### config.mk
export PLATFORM = sky130hd
export DESIGN_NAME = req_capture4
export DESIGN_NICKNAME = d
export VERILOG_FILES = /design/src/rtl/req_capture_pkg.sv /design/src/rtl/edge_detect4.sv /design/src/rtl/req_capture4.sv
export SDC_FILE = /design/constraint.sdc
export NUM_CORES = 1
export LEC_CHECK = 0
export BUFFER_PORTS_ARGS = -buffer_cell sky130_fd_sc_hd__buf_2
export CAP_MARGIN = 20
export CORE_MARGIN = 2
export CORE_UTILIZATION = 46
export CTS_CLUSTER_SIZE = 24
export DETAILED_ROUTE_END_ITERATION = 10
export GPL_TIMING_DRIVEN = 0
export PLACE_DENSITY = 0.77
export RECOVER_POWER = 100
export SLEW_MARGIN = 5
export SYNTH_ARGS = -nofsm -noshare
export SYNTH_HDL_FRONTEND = slang
export SYNTH_SLANG_ARGS = --single-unit
### constraint.sdc
create_clock -name clk -period 1.1 [get_ports clk]
set_clock_uncertainty 0.05 [all_clocks]
set_input_delay 0.11 -clock clk [delete_from_list [all_inputs] [get_ports clk]]
set_output_delay 0.11 -clock clk [all_outputs]
set_load 0.05 [all_outputs]
### src/rtl/req_capture_pkg.sv
// req_capture_pkg: shared types and sizes for the request-capture stage
package req_capture_pkg;
    localparam int N_REQ = 4;
    localparam int IDX_W = 2;
    typedef enum logic {IDLE, OFFER} state_t;
endpackage

### src/rtl/edge_detect4.sv
// edge_detect4: turns raw request lines into per-line set terms
// ports: clk; req_in raw lines; set_term one pulse per rising edge (EDGE_MODE=1) or the level itself (EDGE_MODE=0)
module edge_detect4
    import req_capture_pkg::*;
#(
    parameter bit EDGE_MODE = 1'b1
) (
    input  logic             clk,
    input  logic [N_REQ-1:0] req_in,
    output logic [N_REQ-1:0] set_term
);
    logic [N_REQ-1:0] prev_req;
    // prev_req tracks req_in through reset too, so a line held high across release is not an edge
    always_ff @(posedge clk) prev_req <= req_in;
    assign set_term = EDGE_MODE ? (req_in & ~prev_req) : req_in;
endmodule

### src/rtl/req_capture4.sv
// req_capture4: latches requests into pending bits and offers a frozen masked snapshot under a valid/ack handshake
// ports: clk, rst (sync, active-high); req_in raw lines; mask (1 = not offered);
//        pend_out/pend_valid snapshot to encoder; ack_valid/ack_idx acknowledgement;
//        ack_err one-cycle pulse on ack of a bit not in the snapshot; overrun sticky lost-request flags, ovr_clr W1C
module req_capture4
    import req_capture_pkg::*;
#(
    parameter bit EDGE_MODE = 1'b1
) (
    input  logic             clk,
    input  logic             rst,
    input  logic [N_REQ-1:0] req_in,
    input  logic [N_REQ-1:0] mask,
    output logic [N_REQ-1:0] pend_out,
    output logic             pend_valid,
    input  logic             ack_valid,
    input  logic [IDX_W-1:0] ack_idx,
    output logic             ack_err,
    output logic [N_REQ-1:0] overrun,
    input  logic [N_REQ-1:0] ovr_clr
);
    state_t state, state_nxt;
    logic [N_REQ-1:0] pending, snap, set_term, clr, ovr_ev, offer;
    logic ack_ok, ack_bad;

    edge_detect4 #(.EDGE_MODE(EDGE_MODE)) u_edge (
        .clk     (clk),
        .req_in  (req_in),
        .set_term(set_term)
    );

    assign offer   = pending & ~mask;
    assign ack_ok  = (state == OFFER) && ack_valid && snap[ack_idx];
    assign ack_bad = (state == OFFER) && ack_valid && !snap[ack_idx];
    assign clr     = ack_ok ? (N_REQ'(1) << ack_idx) : '0;
    // a set landing on a line being cleared this cycle just keeps it pending; a held level is never a loss
    assign ovr_ev  = EDGE_MODE ? (set_term & pending & ~clr) : '0;

    always_comb begin
        state_nxt = (state == IDLE) ? (|offer ? OFFER : IDLE) : (ack_ok ? IDLE : OFFER);
    end

    always_ff @(posedge clk) begin
        if (rst) state <= IDLE;
        else     state <= state_nxt;
    end

    always_ff @(posedge clk) begin
        if (rst) begin
            pending <= '0;
            snap    <= '0;
            overrun <= '0;
            ack_err <= 1'b0;
        end else begin
            pending <= (pending & ~clr) | set_term;
            if (state == IDLE && |offer) snap <= offer;
            overrun <= (overrun & ~ovr_clr) | ovr_ev;
            ack_err <= ack_bad;
        end
    end

    assign pend_valid = (state == OFFER);
    assign pend_out   = pend_valid ? snap : '0;
endmodule

### Word-level counts from Yosys, hierarchy flattened

Index checks and enable logic that the tools add are counted.

| word-level totals | value |
|---|---|
| bits in registers | 18 |
| input port bits | 17 |
| logic and storage cells | 34 |

| cells by class | value |
|---|---|
| $lt $le $gt $ge | 1 |
| shift-type cells | 1 |
| multiplexer cells | 7 |
| bitwise gates (word level) | 13 |
| reductions and logical operators | 6 |

Operators by type and width:

| kind | number |
|---|---|
| AND 4 bit | 6 |
| inverter 4 bit | 4 |
| 2-to-1 mux 4 bit | 2 |
| OR 4 bit | 2 |
| logical AND 1 bit | 4 |
| 2-to-1 mux 1 bit | 4 |
| OR reduction 4 bit | 1 |
| left shift 1 x 2 -> 4 bit, first input constant | 1 |
| < comparator 2 x 3 -> 1 bit, second input constant | 1 |
| binary-select mux 1 bit (select 2 bit) | 1 |
| zero test 1 bit | 1 |
| inverter 1 bit | 1 |

### Longest topological paths before layout

| depth | value |
|---|---|
| depth in word-level cells | 7 |
| depth in mapped cells | 3 |
| mapped depth without buffers | 3 |

### Modules after synthesis

From an unflattened synthesis, not the netlist that was laid out.

| unflattened totals | value |
|---|---|
| cell total of the unflattened synthesis | 80 |
| area, all modules | 780.7 um2 |

By module, submodules not included:

| module | instances | cells each | area each (um2) |
|---|---|---|---|
| req_capture4 | 1 | 72 | 645.6 |
| edge_detect4 | 1 | 8 | 135.1 |

### Worst setup path before layout

Ideal clock, no wire load.

| timing | value |
|---|---|
| path type | register to output |
| start | register state, in the netlist pend_valid |
| end | output port pend_out[0] |
| arrival | 1.276 ns |
| required time | 0.940 ns |
| setup slack | -0.336 ns |
| stages on the path, launching flop included | 3 |
| cells stage by stage | dfxtp_1 buf_6 and2_1 |

| on the way | value |
|---|---|
| cells in the longest elaborated chain, start to end | 1 |

RTL lines:

| element | RTL line | RTL |
|---|---|---|
| start, declared | req_capture4.sv:22 | `state_t state, state_nxt;` |
| start signal, assigned | req_capture4.sv:45 | `else state <= state_nxt;` |
| 2-to-1 mux 4 bit | req_capture4.sv:63 | `assign pend_out = pend_valid ? snap : '0;` |
| end, declared | req_capture4.sv:14 | `output logic [N_REQ-1:0] pend_out,` |

Every way passes these cells.

### Worst setup path after layout

| timing | value |
|---|---|
| start | register state, in the netlist pend_valid |
| end | output port pend_out[1] |

The elaborated chain is that of the path after synthesis.

==> flow_summary_export.csv <==
group,metric,value,unit
synth,synth.ff_latch_count,18,
detailed_routing,wl_per_cell,13.8,µm
critical_path,ff2ff_path_depth,4,
critical_path,startpoint_type,"register",
critical_path,path_class,"reg -> out",
outcome,violations,"negative setup slack",
detailed_routing,viasPerCell,5.29,
synth,syn-num-nets,94,
placed_design,io_buffer_count,26,
detailed_routing,num_vias,683,
placed_design,place_ws,-0.00311,ns
grt,overflow,0,
critical_path,cp-end-kind,"primary output",
die,start_util,49.6,%
timing,setup_viol,10,
detailed_routing,dr.pass1.iters,4,
power_and_ir_drop,vdd_drop_max,0.893,mV
cts,htreeDepth,1,
critical_path,slowest_delay,0.36,ns
timing,hold_slack,0.0308,ns
finish,diodes,0,
cts,cts.clk_slew.worst_paths,0.10,ns
die,die_w,44.3,µm
timing,period_share,110,%
job,cap_violations,0,
grt,grt_antenna_before_repair,0,
timing,tightest_slew,0.473,ns
timing,fin_ws,-0.111,ns
outcome,status,"finished with violations",
timing,setup_tns,-0.765,ns
cts,numClockSinks,18,
critical_path,r2r_slack,-0.10,ns
worst_hold_path,min_from,"ovr_clr[0]",
critical_path,timing.rr.start,"pend_valid",
detailed_routing,wl_met1,700,µm
critical_path,critPathRequiredTime,0.94,ns
power_and_ir_drop,p_per_area,1270,nW/µm²
critical_path,crit_chain,"buf_6, and2_4, buf_8",
synth,synth_warnings,0,
critical_path,crit_slowest_cell,"dfxtp_4",
cts,numCtsBuffers,3,
synth,synthCells,77,
worst_hold_path,min_to,"overrun[0]",
die,die_y,44.3,µm
synth,syn_area_per_cell,9.70,µm²
detailed_routing,met2WireLength,919,µm
timing,fmax,826,MHz
cts,clockBufferDepth,2,
grt,grt_pass1_vias,685,
grt,grt_pass1_wl,2.85,mm
finish,final_common_cell,"buf_2",
worst_hold_path,worst_hold_path_type,"in -> reg",
timing,report.final.slew_viol_count,0,
finish,mostFrequentLayoutCells,"buf_2, dfxtp_1, nand2b_1",
cts,cts_tree,"yes",
die,core,1510,µm²
timing,hold_viol,0,
finish,stdcell_count,129,
detailed_routing,finalWirelength,1.79,mm
cts,cts_root_buf,"clkbuf_4",
detailed_routing,drt_iter0_markers,6,
die,rows,14,
finish,fin_nets,131,
critical_path,cp.arrival,1.05,ns
finish,drive_gt1_share,45.1,%
grt,grt_usage,20.0,%
timing,max-slew-margin-rel,68.4,%
synth,ys_types,22,
placed_design,dpl_cell_area,911,µm²
power_and_ir_drop,p_leak,0.458,nW
grt,grt_start_max_net_pins,11,
cts,clk_latency,0.28,ns
placed_design,numPlacedInstances,119,
timing,fin_crit,1.21,ns
placed_design,dp_hpwl,1.09,mm
synth,synth.cell_area,747,µm²
placed_design,routabilityCongestion,0.735,
detailed_routing,top_layer,"met4",
finish,syn_to_final_growth,50.3,%
critical_path,worstPathMaxFanout,5,
die,die_area,1960,µm²
synth,ys_seq_area_share,48.2,%
detailed_routing,drc,0,
worst_hold_path,hold_depth,3,
die,io_pins,27,
critical_path,reg2reg_to,"snap[0]",
finish,final_area,1120,µm²
detailed_routing,wl_met3,96,µm
timing,rsz0062_at_grt,"yes",
detailed_routing,ant_nets,0,
==> where the power goes <==
group	total [W]	internal [W]	switching, W
logic	0.000321	0.000139	0.000181
clock network	0.000393	0.000201	0.000192
registers	0.000715	0.000691	0.0000243
total	0.00143	0.00103	0.000398
==> flip-flops by register name, indices dropped and copies added, names as in the netlist <==
| signal | flops |
|---|---|
| pend_valid | 1 |
| snap | 4 |
| pending | 4 |
| u_edge.prev_req | 4 |
| overrun | 4 |
| ack_err | 1 |
==> layer usage <==
layer  track usage, %  vias up
met5                0        -
met4             10.9        0
met3             3.67        8
met2             36.5       22
met1             21.5      309
li1                 -      344
==> how the worst max path moves through the flow <==
stage               cells after the start          end  startpoint  slack, ns
CTS                                     3  pend_out[1]  pend_valid      -0.12
floorplan                               3   overrun[0]  pend_valid       0.01
detailed placement                      3   overrun[0]     snap[0]     -0.003
finish                                  3  pend_out[1]  pend_valid      -0.11
global placement                        3   overrun[0]     snap[0]       0.02
global route                            3  pend_out[1]  pend_valid      -0.14
==> cells by family after synthesis <==
group                  synth area share, %
buffers and inverters                 3.01
multiplexers                          2.68
flip-flops                            48.2
AND/OR/NAND/NOR                       24.8
AO/OA/AOI/OAI                         21.3
==> metrics by stage <==
step                power (W)  util [%]
finish                0.00143      74.5
global route          0.00149      74.5
CTS                   0.00141      71.4
detailed placement   0.000955      60.5
global placement     0.000951      60.5
floorplan            0.000880         -
==> layout make-up <==
cell class | count | area [µm²]
tap | 16 | 20.0
multi-input combinational | 55 | 447
inverter | 2 | 7.51
sequential | 18 | 365
buffer | 2 | 15.0
fill | 115 | 384
clock buffer | 4 | 36.3
timing repair buffer | 32 | 231
==> cell usage after synthesis (all sizes together) <==
| cell type | number | area (µm²) |
|---|---|---|
| clkbuf | 1 | 3.75 |
| o2bb2ai | 1 | 8.76 |
| o41ai | 1 | 16.3 |
| mux2i | 2 | 20.0 |
| nand2 | 8 | 30.0 |
| dfxtp | 18 | 360 |
| and2 | 4 | 25.0 |
| buf | 1 | 11.3 |
| o21ai | 7 | 35.0 |
| inv | 1 | 3.75 |
| a41oi | 1 | 16.3 |
| or2b | 1 | 7.51 |
| a211oi | 1 | 12.5 |
| nand3b | 4 | 30.0 |
| nand3 | 1 | 5.00 |
| a21oi | 4 | 20.0 |
| clkinv | 1 | 3.75 |
| o31ai | 6 | 50.1 |
| or3 | 4 | 25.0 |
| nand2b | 10 | 62.6 |
==> what timing repair did <==
action	CTS	global route
gates resized for setup	21	11
hold buffers	4	0
pin swaps	1	4
hold endpoints to repair	4	0
setup endpoints to repair	5	18
buffers inserted	2	0
==> worst max-delay path, delay by kind of cell, from the launching register on <==
family | cells | cell delay [ns]
flip-flops | 1 | 0.36
AND/OR/NAND/NOR | 1 | 0.15
buffers and inverters | 2 | 0.26
Power figures use the tool's default switching activity.
